==> src/rtl/led_period_meter_pkg.sv <==
// Shared constants and state encoding for the LED period meter.
package led_period_meter_pkg;

  localparam int CNT_W_DEF   = 26;
  localparam int TIMEOUT_DEF = 50_000_000;

  typedef enum logic {
    ST_IDLE    = 1'b0,
    ST_MEASURE = 1'b1
  } state_t;

endpackage

==> src/rtl/sync_edge_detect.sv <==
// Two-flop synchronizer followed by an edge register; rise/fall are valid
// in the cycle the FSM samples them (third clock edge after the input moves).
module sync_edge_detect (
  input  logic clk,
  input  logic rst,
  input  logic d_in,
  output logic level,
  output logic rise,
  output logic fall
);

  logic meta_q, meta_d;
  logic level_q, level_d;
  logic prev_q, prev_d;

  always_comb begin
    meta_d  = d_in;
    level_d = meta_q;
    prev_d  = level_q;
  end

  always_ff @(posedge clk or posedge rst) begin
    if (rst) begin
      meta_q  <= 1'b0;
      level_q <= 1'b0;
      prev_q  <= 1'b0;
    end else begin
      meta_q  <= meta_d;
      level_q <= level_d;
      prev_q  <= prev_d;
    end
  end

  assign level = level_q;
  assign rise  = level_q & ~prev_q;
  assign fall  = ~level_q & prev_q;

endmodule

==> src/rtl/led_period_meter.sv <==
// Measures rising-to-rising period and rising-to-falling high time of sig_in.
//   state      | meaning
//   ST_IDLE    | waiting for a first rising edge to arm the counter
//   ST_MEASURE | counting cycles since the last rising edge
module led_period_meter
  import led_period_meter_pkg::*;
#(
  parameter int CNT_W   = CNT_W_DEF,
  parameter int TIMEOUT = TIMEOUT_DEF
) (
  input  logic             sys_clk,
  input  logic             sys_rst,
  input  logic             sig_in,
  output logic [CNT_W-1:0] period,
  output logic [CNT_W-1:0] high_time,
  output logic             period_valid,
  output logic             timeout,
  output logic             level_out
);

  localparam logic [CNT_W-1:0] TIMEOUT_C = CNT_W'(TIMEOUT);

  logic rise_w, fall_w, level_w;

  state_t           state_q, state_d;
  logic [CNT_W-1:0] cnt_q, cnt_d, cnt_inc;
  logic [CNT_W-1:0] period_q, period_d;
  logic [CNT_W-1:0] high_q, high_d;
  logic             valid_q, valid_d;
  logic             timeout_q, timeout_d;

  sync_edge_detect u_sync (
    .clk   (sys_clk),
    .rst   (sys_rst),
    .d_in  (sig_in),
    .level (level_w),
    .rise  (rise_w),
    .fall  (fall_w)
  );

  always_comb begin
    state_d   = state_q;
    cnt_d     = cnt_q;
    period_d  = period_q;
    high_d    = high_q;
    valid_d   = 1'b0;
    timeout_d = timeout_q;
    cnt_inc   = cnt_q + CNT_W'(1);
    case (state_q)
      ST_IDLE: begin
        if (rise_w) begin
          cnt_d   = '0;
          state_d = ST_MEASURE;
        end
      end
      ST_MEASURE: begin
        // The falling-edge cycle still counts toward the period.
        cnt_d = cnt_inc;
        if (rise_w) begin
          period_d  = cnt_inc;
          valid_d   = 1'b1;
          timeout_d = 1'b0;
          cnt_d     = '0;
        end else begin
          if (fall_w) high_d = cnt_inc;
          if (cnt_inc == TIMEOUT_C) begin
            timeout_d = 1'b1;
            cnt_d     = '0;
            state_d   = ST_IDLE;
          end
        end
      end
      default: state_d = ST_IDLE;
    endcase
  end

  always_ff @(posedge sys_clk or posedge sys_rst) begin
    if (sys_rst) begin
      state_q   <= ST_IDLE;
      cnt_q     <= '0;
      period_q  <= '0;
      high_q    <= '0;
      valid_q   <= 1'b0;
      timeout_q <= 1'b0;
    end else begin
      state_q   <= state_d;
      cnt_q     <= cnt_d;
      period_q  <= period_d;
      high_q    <= high_d;
      valid_q   <= valid_d;
      timeout_q <= timeout_d;
    end
  end

  assign period       = period_q;
  assign high_time    = high_q;
  assign period_valid = valid_q;
  assign timeout      = timeout_q;
  assign level_out    = level_w;

endmodule

==> config.mk <==
export PLATFORM = sky130hd
export DESIGN_NAME = led_period_meter
export DESIGN_NICKNAME = d
export VERILOG_FILES = /design/src/rtl/led_period_meter_pkg.sv /design/src/rtl/sync_edge_detect.sv /design/src/rtl/led_period_meter.sv
export SDC_FILE = /design/constraint.sdc
export NUM_CORES = 1
export LEC_CHECK = 0
export CAP_MARGIN = 0
export CORE_AREA = 4 4 121 123
export CTS_CLUSTER_SIZE = 8
export DETAILED_ROUTE_END_ITERATION = 8
export DIE_AREA = 0 0 125 127
export SYNTH_ARGS = -nofsm -noshare
export SYNTH_HDL_FRONTEND = slang
export SYNTH_SLANG_ARGS = --single-unit
==> constraint.sdc <==
create_clock -name sys_clk -period 7.2 [get_ports sys_clk]
set_clock_uncertainty 0.05 [all_clocks]
set_input_delay 1.44 -clock sys_clk [delete_from_list [all_inputs] [get_ports sys_clk]]
set_output_delay 1.44 -clock sys_clk [all_outputs]
set_load 0.02 [all_outputs]
# Yosys cells after proc, flatten, opt, wreduce, memory -nomap -nowiden
# Cells that the tools add are included.
word_totals:
  regBits: 84
  in_bits: 3
  elab_cells: 33
op_classes:
  add_sub_neg: 1
  n_eq_ne: 2
  n_mux: 11
  bitwise_logic: 6
  reduce_logical: 4
op_table:
  columns: ["cell", "n"]
  rows:
  - ["$mux W26", 3]
  - ["$pmux W26 S2", 1]
  - ["$add A26 B1 Y26 const B", 1]
  - ["$eq A26 B26 Y1 const B", 1]
  - ["$mux W1", 6]
  - ["$not A1 Y1", 4]
  - ["$reduce_and A2 Y1", 2]
  - ["$reduce_and A3 Y1", 1]
  - ["$and A1 B1 Y1", 2]
  - ["$ne A2 B2 Y1 const B", 1]
  - ["$pmux W1 S2", 1]
  - ["$reduce_bool A2 Y1", 1]

# Longest topological paths before layout
# Gate-level depths: netlist (run 1).
depth:
  depth_word: 5
  ltp_mapped: 11
  ltp_nobuf: 8

# Hierarchy
# A second synthesis (run 1) with hierarchy kept.
unflattened:
  hier_cells: 413
  area_unflattened_um2: 3966.3
by_module_without_submodules:
  columns: ["mod", "instances", "cells_per_inst", "area_each_um2"]
  rows:
  - ["led_period_meter", 1, 407, 3872.5]
  - ["sync_edge_detect", 1, 6, 93.8]

# Worst setup path before layout (run 1)
# No wires, ideal clock.
synth_timing:
  path_kind: "flip-flop to flip-flop"
  from: "reg cnt_q[1]"
  to: "reg cnt_q[12]"
  setup_ns: 0.120
  arrival_ns: 2.542
  path_slack_ns: 4.487
  path_stages_with_launch: 12
  path_cell_list: "dfrtp_1 > ha_1 > buf_2 > and4_1 > buf_2 > nand3_2 > a21oi_1 > or3b_2 > a2111oi_4 > nand4_4 > buf_6 > o211a_1"
synth_between:
  elab_chain_len: 5
synth_rtl:
  columns: ["element", "line", "text"]
  rows:
  - ["start: declaration", "led_period_meter.sv:26", "logic [CNT_W-1:0] cnt_q, cnt_d, cnt_inc;"]
  - ["start signal: assignment", "led_period_meter.sv:87", "cnt_q <= cnt_d;"]
  - ["$add A26 B1 Y26 (*)", "led_period_meter.sv:48", "cnt_inc = cnt_q + CNT_W'(1);"]
  - ["$eq A26 B26 Y1", "led_period_meter.sv:66", "if (cnt_inc == TIMEOUT_C) begin"]
  - ["$mux W26 (*)", "led_period_meter.sv:66", null]
  - ["$mux W26 (*)", "led_period_meter.sv:59", "if (rise_w) begin"]
  - ["$pmux W26 S2 (*)", "led_period_meter.sv:49", "case (state_q)"]
# Mark *: on every way between the ends. The rest lies on a longest branch, timed or not.
# A chain may end at the register's enable or synchronous reset.

# Worst setup path in the final report (run 1)
layout_timing:
  from: "reg cnt_q[0]"
  to: "reg cnt_q[13]"
# Same word-level chain as after synthesis.

==> summary.md, run 1 <==
| Metric | Value |
|---|---|
| Largest net degree at the start of global routing | 85 |
| Wire length of the first global-routing pass | 16100 um |
| Hold_ws | 0.299 ns |
| I/O Buffers | 57 |
| Root Buffer | clkbuf_16 |
| Yosys top cell by area | dfrtp_1 |
| Placeable Area | 13700 um^2 |
| DRT iter0 DRCs | 166 |
| Sequential share of power | 45.7% |
| DP Wirelength | 6760 um |
| Avg Inst Size Synth | 9.87 um^2 |
| CTS tree | yes |
| Switch share | 25.4% |
| Final core utilization | 36.7% |
| GRT Util Overall | 12.6% |
| Number of antenna violations at the first check in global routing | 0 |
| Logic pwr share | 13.1% |
| Hold Path Cell Cnt | 0 |
| Fin crit period | 3.08 ns |
| Final period utilization | 42.7% |
| Outcome | completed |
| Maxcap violations | 0 |
| PD cells | 235 nW/um^2 |
| Postcts setup bufs | 0 |
| Ports | 58 |
| Count leader, synth | dfrtp_1 |
| Vias in the first global route | 3057 |
| Antenna cell count | 0 |
| Worst r2r path cells | 8 |
| Area share of the largest cell type after synthesis | 52.2% |
| Final Non-Filler Cells | 631 |
| Grt ovf | 0 |
| Setup slack, reg-to-reg | 4.12 ns |
| Full die area | 15900 um^2 |
| DP Cell Count | 617 |
| Number of max-slew violations in the final report | 0 |
| WHS Endpoint | u_sync.level$_DFF_PP0_ |
| Setup violations, final | 0 |
| Pre-antenna DRT Iters | 4 |
| DIE HEIGHT | 127 um |
| TNS Setup | 0 ns |
| Clk pwr share | 41.3% |
| Worst setup SP type | flip-flop |
| Synthesized Nets | 412 |
| RSZ-0062 raised after global routing | no |
| Worst-margin pin slew | 1.06 ns |
| Asr flop ratio synth | 100% |
| Required @ worst endpoint | 7.38 ns |
| Post-DR vias/cell | 4.88 |
| Worst slew margin | 29.3% |
| Total CTS buffers | 9 |
| CTS-repair resized insts | 0 |
| Setup ws final | 4.12 ns |
| Clk slew on worst S/H paths | 0.06 ns |
| Yosys reg bits | 84 |
| DRC errors left | 0 |
| Placement row count | 43 |
| Top cells by area, synth | dfrtp_1 52%, o21ai_0 7.1%, nand2_1 7.0%, xor2_1 4.3%, xnor2_1 3.3% |
| RePlAce Congestion | 0.891 |
| Worst-path maximum fanout | 16 |
| Worst hold path class | flip-flop to flip-flop |
| Post-CTS Hold Buffers | 0 |
| Worst hold start | u_sync.level_d$_DFF_PP0_ |
| Die Wd | 125 um |
| Final hold vios | 0 |
| Peak supply drop | 0.0954 mV |
| Cells after synthesis | 408 |
| Synth warnings | 0 |
| Routed wire length per instance | 15.2 um |
| Pre-CTS setup slack | 4.13 ns |
| Clock Path Buffers | 2 |
| P_leak | 2.10 nW |
| Switch Pwr | 0.000300 W |
| Primary FF master, synth | dfrtp_1 |
| Arr. time, crit path | 3.25 ns |
| Launching point of the worst reg2reg path | cnt_q[0]$_DFFE_PP0P_ |
| Routed vias | 3077 |
| Clk_lat worst skew | 0.34 ns |
| Layout cells sized above 1 | 7.32% |
| Final #Nets | 452 |
| H-tree Lvls | 3 |
| Fmax | 0.325 GHz |
| Endpoint class of the critical path | flip-flop |
| Reg2Reg Capture Point | cnt_q[13]$_DFFE_PP0P_ |
| Synth top cells by count | 84 x dfrtp_1, 75 x nand2_1, 57 x o21ai_0 |
| Synth cell types | 48 |
| CP Class | flip-flop to flip-flop |
| Initial Utilization | 29.5% |
| Routed wire length | 9570 um |
| Synth-to-layout area growth | 24.5% |
| Register area share after synthesis | 52.2% |
| Number of enable flip-flop cells after synthesis | 0 |
| Post-route ant nets | 0 |
| P_int | 0.000880 W |
| Clk sink count | 84 |
| Syn Std Cell Area | 4030 um^2 |
[power groups by stage]
stage                     Combinational [W]  Clock, W  Sequential, W
after global routing               0.000168  0.000517       0.000545
after detailed placement           0.000156         0       0.000548
after global placement             0.000154         0       0.000546
after CTS                          0.000157  0.000500       0.000539
after floorplan                   0.0000856         0       0.000552
final                              0.000154  0.000487       0.000539
[cell usage in the layout, fill, tap and decap left out, types with 4 or more instances in the layout]
cell type / count
a21oi_1: 4
a22o_1: 5
a41o_1: 5
and2_1: 4
and3_1: 7
and4_1: 4
buf_4: 4
clkbuf_16: 9
clkdlybuf4s50_1: 57
dfrtp_1: 84
nand2_1: 75
nand3_1: 10
nand4_1: 12
nor2_1: 19
nor3_1: 7
o21ai_0: 57
or3_1: 4
xnor2_1: 15
xor2_1: 20
[worst max path at each step]
stage	from	endpoint	slack, ns	cells past startpoint
global route	cnt_q[0]$_DFFE_PP0P_	cnt_q[25]$_DFFE_PP0P_	3.87	8
floorplan	sys_rst	cnt_q[0]$_DFFE_PP0P_	3.54	1
finish	cnt_q[0]$_DFFE_PP0P_	cnt_q[13]$_DFFE_PP0P_	4.12	8
CTS	cnt_q[0]$_DFFE_PP0P_	cnt_q[23]$_DFFE_PP0P_	4.13	8
global placement	cnt_q[5]$_DFFE_PP0P_	cnt_q[17]$_DFFE_PP0P_	4.20	7
detailed placement	cnt_q[0]$_DFFE_PP0P_	cnt_q[23]$_DFFE_PP0P_	4.13	8
[cell type report]
type | count | area (um^2)
Fill cell | 1353 | 8650
Sequential cell | 84 | 2100
Multi-Input combinational cell | 289 | 1760
Timing Repair Buffer | 61 | 601
Clock buffer | 10 | 239
Tap cell | 180 | 225
Clock inverter | 4 | 75.1
Inverter | 3 | 12.5
[through the flow]
stage                     power (W)  instance area (um^2)
final                       0.00118                  5020
after global routing        0.00123                  5020
after CTS                   0.00120                  5020
after detailed placement   0.000704                  4700
after global placement     0.000700                  4700
after floorplan            0.000638                  4030
[flip-flops by register name, summed over array words and instances (netlist names)]
signal          count
cnt_q              26
high_time          26
period             26
period_valid        1
state_q             1
timeout             1
u_sync.level        1
u_sync.level_d      1
u_sync.prev_q       1
[per-layer routing]
layer  part of all wire (%)  global-route usage, %  routed length (um)  vias up
li1                       -                      -                   -     1502
met1                     47                   16.8                4520     1506
met2                     46                   19.5                4450       53
met3                    3.7                   2.55                 357       16
met4                    2.6                   6.12                 246        0
met5                      0                      0                   0        -
[cells by family after synthesis]
family	after synthesis	synth area share [%]
multiplexers	2	0.559
flip-flops	84	52.2
AO/OA/AOI/OAI	88	14.2
AND/OR/NAND/NOR	163	21.1
adder cells (fa/ha/maj)	1	0.311
XOR/XNOR	35	7.61
buffers and inverters	35	4.10
[critical path, stage by stage, from the launching register on]
cell and delay [ns]:
dfrtp_1 0.51, ha_1 0.36, and4_1 0.44, nand3_2 0.17
nor3_1 0.21, o21ai_1 0.12, a2111oi_4 0.46, nand4_4 0.31
a41o_1 0.33
Power figures use the tool's default switching activity.
==> inputs of run 2 (changes only) <==
==> constraint.sdc (replaced) <==
create_clock -name sys_clk -period 2.6 [get_ports sys_clk]
set_clock_uncertainty 0.05 [all_clocks]
set_input_delay 0.52 -clock sys_clk [delete_from_list [all_inputs] [get_ports sys_clk]]
set_output_delay 0.52 -clock sys_clk [all_outputs]
set_load 0.02 [all_outputs]
==> run 2 against run 1 <==
Against the previous run: hold slack better by 0.00052 ns; via count increased by 8.2%; first-iteration DRC count grew 52%; utilization up 4.2 points; routed wire length grew 6.7%; die area stayed put; critical endpoint is now cnt_q[25]$_DFFE_PP0P_.
==> summary.md, run 2 (synthesis results as in run 1) <==
| Metric | Value |
|---|---|
| Initial Utilization | 29.5% |
| Hold Path Cell Cnt | 0 |
| Vias in the first global route | 3354 |
| Required @ worst endpoint | 2.78 ns |
| Fmax | 0.389 GHz |
| Peak supply drop | 0.296 mV |
| Worst hold path class | flip-flop to flip-flop |
| Logic pwr share | 17.3% |
| Layout cells sized above 1 | 22.0% |
| Outcome | completed |
| Worst r2r path cells | 9 |
| Most common cell after layout, fill and taps aside | dfrtp_1 |
| Grt ovf | 0 |
| Final hold vios | 0 |
| CTS tree | yes |
| GRT Util Overall | 13.0% |
| Worst-path maximum fanout | 7 |
| Routed wire length | 10200 um |
| Worst slew margin | 48.4% |
| Antenna cell count | 0 |
| Final instance area | 5600 um^2 |
| Number of max-slew violations in the final report | 0 |
| Switch share | 27.4% |
| CP endpoint | cnt_q[25]$_DFFE_PP0P_ |
| Clk sink count | 84 |
| TNS Setup | 0 ns |
| Most frequent cells in the layout | 81 x dfrtp_1, 75 x nand2_1, 57 x o21ai_0, 57 x clkdlybuf4s50_1, 56 x buf_4 |
| Root Buffer | clkbuf_16 |
| RePlAce Congestion | 0.866 |
| Sequential share of power | 45.3% |
| Post-route ant nets | 0 |
| P_int | 0.00234 W |
| Placement row count | 43 |
| Reg2Reg Capture Point | cnt_q[25]$_DFFE_PP0P_ |
| Synth-to-layout area growth | 38.9% |
| Clk pwr share | 37.4% |
| Setup violations, final | 0 |
| DIE HEIGHT | 127 um |
| Switch Pwr | 0.000882 W |
| Full die area | 15900 um^2 |
| Hold_ws | 0.299 ns |
| Routed vias | 3329 |
| CP Class | flip-flop to flip-flop |
| Clk slew on worst S/H paths | 0.06 ns |
| Arr. time, crit path | 2.75 ns |
| Die Wd | 125 um |
| Largest net degree at the start of global routing | 54 |
| Fin crit period | 2.57 ns |
| P_leak | 2.40 nW |
| Maxcap violations | 0 |
| Clk_lat worst skew | 0.34 ns |
| Total CTS buffers | 9 |
| DRT iter0 DRCs | 252 |
| I/O Buffers | 57 |
| H-tree Lvls | 3 |
| Critical path launch point | cnt_q[11]$_DFFE_PP0P_ |
| Final period utilization | 98.8% |
| Launching point of the worst reg2reg path | cnt_q[11]$_DFFE_PP0P_ |
| Post-DR vias/cell | 4.80 |
| Routed wire length per instance | 14.7 um |
| Worst setup SP type | flip-flop |
| Endpoint class of the critical path | flip-flop |
| Pre-antenna DRT Iters | 5 |
| Number of antenna violations at the first check in global routing | 0 |
| Worst-margin pin slew | 0.771 ns |
| Post-placement cell area | 5170 um^2 |
| DRC errors left | 0 |
| DP Wirelength | 7440 um |
| Setup slack, reg-to-reg | 0.03 ns |
| Ports | 58 |
| Wire length of the first global-routing pass | 16900 um |
| Final #Nets | 512 |
| Clock Path Buffers | 2 |
| Post-CTS Hold Buffers | 0 |
| PD cells | 576 nW/um^2 |
| Placeable Area | 13700 um^2 |
==> run 2: cell count changes in the layout (fill, tap and decap cells not counted), moves of 3 or more <==
cell | before | now
buf_4 | 4 | 56
and4_4 | 0 | 3
dfrtp_2 | 0 | 3
buf_6 | 0 | 5
dfrtp_1 | 84 | 81
and4_1 | 4 | 1
==> run 2: critical path, cell delays in order, from the launching register on <==
cell	delay, ns
dfrtp_1	0.51
nand4_4	0.21
nor4_4	0.32
buf_4	0.21
a211oi_4	0.04
nor4b_2	0.31
o2111a_1	0.27
nand4_4	0.14
buf_6	0.18
a41o_1	0.23
==> run 2: worst min path at each step <==
| stage | startpoint | endpoint |
|---|---|---|
| 4_1_cts | u_sync.level_d$_DFF_PP0_ | u_sync.level$_DFF_PP0_ |
| 2_1_floorplan | u_sync.level_d$_DFF_PP0_ | u_sync.level$_DFF_PP0_ |
| 5_1_grt | u_sync.level_d$_DFF_PP0_ | u_sync.level$_DFF_PP0_ |
| 3_5_place_dp | u_sync.level_d$_DFF_PP0_ | u_sync.level$_DFF_PP0_ |
| 3_3_place_gp | u_sync.level_d$_DFF_PP0_ | u_sync.level$_DFF_PP0_ |
| 6_report | u_sync.level_d$_DFF_PP0_ | u_sync.level$_DFF_PP0_ |
==> run 2: repair_timing <==
item | CTS | global route
resized for setup | 2 | 27
buffers inserted | 0 | 3
pin swaps | 0 | 11
endpoints found under the setup margin | 5 | 16
gates cloned | 0 | 1
==> run 2: layer usage <==
layer / vias to the layer above / track usage (%) / routed length, um
li1: 1624 / - / -
met1: 1616 / 16.3 / 4580
met2: 77 / 22.2 / 4940
met3: 12 / 3.51 / 535
met4: 0 / 3.64 / 151
met5: - / 0 / 0
==> run 2: power by group through the flow <==
stage | clock network [W] | registers [W] | logic (W)
4_1_cts | 0.00123 | 0.00146 | 0.000564
2_1_floorplan | 0 | 0.00153 | 0.000246
5_1_grt | 0.00129 | 0.00147 | 0.000611
3_5_place_dp | 0 | 0.00148 | 0.000563
6_report | 0.00120 | 0.00146 | 0.000558
3_3_place_gp | 0 | 0.00147 | 0.000552
==> run 2: layout make-up <==
type	count	area [um^2]
multi-input cells	289	1870
flip-flops and latches	84	2110
inverters	3	15.0
fillers	1331	8070
repair buffers	121	1090
clock buffers	10	239
clock inverters	6	46.3
well taps	180	225
==> run 2: metrics by stage <==
stage	setup WS, ns	instances	utilization, %	total power, W
6_report	0.0309	693	40.9	0.00322
3_5_place_dp	-0.0242	673	37.8	0.00204
2_1_floorplan	-0.0147	408	-	0.00178
5_1_grt	-0.0627	693	40.9	0.00337
4_1_cts	0.0108	689	40.0	0.00325
3_3_place_gp	0.0265	673	37.8	0.00202
==> edit 1: new RTL, flow settings as in run 2 <==
The output `period_valid` loses its register stage (`valid_q` becomes a continuous assignment).
--- a/src/rtl/led_period_meter.sv
+++ b/src/rtl/led_period_meter.sv
@@ -81,5 +81,4 @@
       period_q  <= '0;
       high_q    <= '0;
-      valid_q   <= 1'b0;
       timeout_q <= 1'b0;
     end else begin
@@ -88,8 +87,9 @@
       period_q  <= period_d;
       high_q    <= high_d;
-      valid_q   <= valid_d;
       timeout_q <= timeout_d;
     end
   end
+
+  assign valid_q = valid_d;
 
   assign period       = period_q;
Check against the original RTL: not equivalent (a bounded check fails within 10 cycles, from zero or initial values and one cycle with sys_rst high).
==> edit 1 against run 2 <==
Sequential cell count down 1; setup slack better by 0.057 ns; synthesized area is 0.62% lower; count of clock-buffer cells in the layout unchanged; cell area is 0.94% lower; total power grew 3.2%; first-iteration DRC count fell by 3.6%; wire length is 0.63% higher.
==> edit 1: results (changes against run 2) <==
Worst Reg-to-Reg Cells=10 (was 9); XOR/XNOR Fraction of Synth Area=7.656% (was 7.609%); number of vias per cell after detailed routing=4.862 (was 4.804); post-layout net count=506 (was 512); Flop pwr share=43.5% (was 45.3%); sequential cell count of the final layout=83 (was 84); total routed wire length on the met1 layer=4637 um (was 4582 um); drt initial violations=243 (was 252); dominant cells by area after synthesis=sky130_fd_sc_hd__dfrtp_1 (52%), sky130_fd_sc_hd__o21ai_0 (7.1%), sky130_fd_sc_hd__nand2_1 (7.0%) (unchanged); first-pass GRT wire length=17330 um (was 16860 um); mux contribution to synthesized area=0.5625% (was 0.5590%); Slowest cell on crit path=sky130_fd_sc_hd__dfrtp_2 (was sky130_fd_sc_hd__dfrtp_1); delay of the slowest cell on the worst path=0.46 ns (was 0.51 ns); met2 usage in global routing=21.99% (was 22.18%); adder-cell share of the synthesized area=0.3125% (was 0.3106%); power consumption=3.324 mW (was 3.221 mW); Internal=2.425 mW (was 2.339 mW); non-clock buffer instance count of the final layout=116 (was 121); fraction of power consumed by the clock network=39.5% (was 37.4%); met1 capacity usage during global routing=17.19% (was 16.25%); met2 layer wire length in the routed design=4905 um (was 4939 um); met3 capacity usage during global routing=3.386% (was 3.512%); fraction of layout cells with a size suffix above 1=21.10% (was 22.03%); maximum fanout along the worst path=9 (was 7); total area of sequential cells=2079 um2 (was 2106 um2); vias after detailed routing=3340 (was 3329); GPL Wtd Cong=0.9036 (was 0.8661); status=complete, no violations (unchanged); total routed wirelength=10270 um (was 10210 um); estimated wirelength of the detail-placed design=7534 um (was 7442 um)
## edit 1: what timing repair did
item / 4_1_cts / 5_1_grt
gates resized for setup: 3 / 19
buffers inserted: 0 / 4
endpoints found under the setup margin: 9 / 15
pin swaps: 1 / 6
## edit 1: final timing paths
path / end / from
worst max-delay path: cnt_q[23]$_DFFE_PP0P_ / cnt_q[1]$_DFFE_PP0P_
max in group asynchronous: cnt_q[1]$_DFFE_PP0P_ / sys_rst
worst min-delay path: u_sync.level$_DFF_PP0_ / u_sync.level_d$_DFF_PP0_
worst min register to register: u_sync.level$_DFF_PP0_ / u_sync.level_d$_DFF_PP0_
worst max register to register: cnt_q[23]$_DFFE_PP0P_ / cnt_q[1]$_DFFE_PP0P_
min in group asynchronous: period[24]$_DFFE_PP0P_ / sys_rst
## edit 1: logic make-up after synthesis
group,count (synthesis)
compound gates,88
simple gates,163
fa+ha+maj,1
mux,2
xor+xnor,35
flops,83
buf+inv,35
==> edit 2: new RTL, settings of run 2 <==
Without the edit above. Change the package constant `CNT_W_DEF` from 26 to 30.
--- a/src/rtl/led_period_meter_pkg.sv
+++ b/src/rtl/led_period_meter_pkg.sv
@@ -2,5 +2,5 @@
 package led_period_meter_pkg;
 
-  localparam int CNT_W_DEF   = 26;
+  localparam int CNT_W_DEF   = 30;
   localparam int TIMEOUT_DEF = 50_000_000;
 
Ports: changed (resized high_time and period); port bits go from 58 to 66. No check against the original RTL was run, so the function may have changed too.
==> edit 2 against run 2 <==
The flow now finishes with violations (negative setup slack); total power is 13% higher; setup slack lost 0.15 ns; via count increased by 18%; sequential cell count is 12 higher; utilization is 4.9 points higher; first-iteration DRC count fell by 9.1%; synthesized area grew 14%; synthesized cell count is 20% higher; wire length up 17%; cell area up 12%; critical path type unchanged; critical endpoint is now cnt_q[15]$_DFFE_PP0P_.
==> edit 2: results (changes against run 2) <==
drt initial violations=229 (was 252); total routed wirelength=11960 um (was 10210 um); total number of multi-input combinational cells=349 (was 289); number of fill cells=1334 (was 1331); Logic inverters=8 (was 3); sequential cell count of the final layout=96 (was 84); post-layout net count=604 (was 512); power dissipated in sequential cells=1.64 mW (was 1.46 mW); non-clock buffer instance count of the final layout=135 (was 121); adder-cell share of the synthesized area=0.5457% (was 0.3106%); violations in the final reports=negative setup slack; mux contribution to synthesized area=0.4911% (was 0.5590%); endpoints failing setup=16 (was 0); Layout Cells excl Fill=784 (was 693); fraction of area in registers=38.38% (was 37.63%); non-clock buffering overhead in the final layout=19.31% (was 19.52%); Leakage=2.575 nW (was 2.401 nW); number of detailed-routing iterations run before antenna repair=4 (was 5); power consumption=3.630 mW (was 3.221 mW); PnR worst setup slack=-0.1187 ns (was 0.03094 ns); clock tree buffer count of the final layout=13 (was 10); status=finished, violations left (was complete, no violations); transition time at the pin with the least slew margin=0.5329 ns (was 0.7707 ns); met1 capacity usage during global routing=21.53% (was 16.25%); compound-gate portion of the synthesized area=13.89% (was 14.16%); critical path arrival=2.88 ns (was 2.75 ns); Mapped Nets=496 (was 412)
edit 2: cell types whose count changed in the layout (fill, tap and decap cells not counted), moves of 7 or more:
cell and delta:
sky130_fd_sc_hd__dfrtp_1 +15, sky130_fd_sc_hd__clkdlybuf4s50_1 +8, sky130_fd_sc_hd__nor2_1 +9, sky130_fd_sc_hd__a211oi_1 +9
sky130_fd_sc_hd__buf_4 +10, sky130_fd_sc_hd__o21ai_0 +7, sky130_fd_sc_hd__nand2_1 +18
edit 2: how the worst max path moves through the flow:
stage                         start                     to
6_report       cnt_q[1]$_DFFE_PP0P_  cnt_q[15]$_DFFE_PP0P_
5_1_grt        cnt_q[9]$_DFFE_PP0P_  cnt_q[21]$_DFFE_PP0P_
4_1_cts        cnt_q[1]$_DFFE_PP0P_  cnt_q[15]$_DFFE_PP0P_
3_5_place_dp   cnt_q[1]$_DFFE_PP0P_  cnt_q[19]$_DFFE_PP0P_
3_3_place_gp   cnt_q[1]$_DFFE_PP0P_   cnt_q[7]$_DFFE_PP0P_
2_1_floorplan  cnt_q[0]$_DFFE_PP0P_   cnt_q[7]$_DFFE_PP0P_
edit 2: metrics by stage:
| step | hold slack [ns] | setup TNS [ns] | utilization (%) | instance area (um2) |
|---|---|---|---|---|
| after CTS | 0.3125 | -1.432 | 45.48 | 6215 |
| after detailed placement | 0.2969 | -2.882 | 42.70 | 5836 |
| after floorplan | 0.2812 | -4.158 | - | 4616 |
| after global routing | 0.3291 | -3.840 | 45.80 | 6259 |
| after global placement | 0.2822 | -1.340 | 42.70 | 5836 |
| final | 0.3119 | -1.620 | 45.80 | 6259 |
edit 2: repair_timing:
| action | CTS | global route |
|---|---|---|
| pin swaps | 0 | 2 |
| gates resized for setup | 9 | 9 |
| setup buffers | 3 | 1 |
| endpoints found under the setup margin | 16 | 20 |
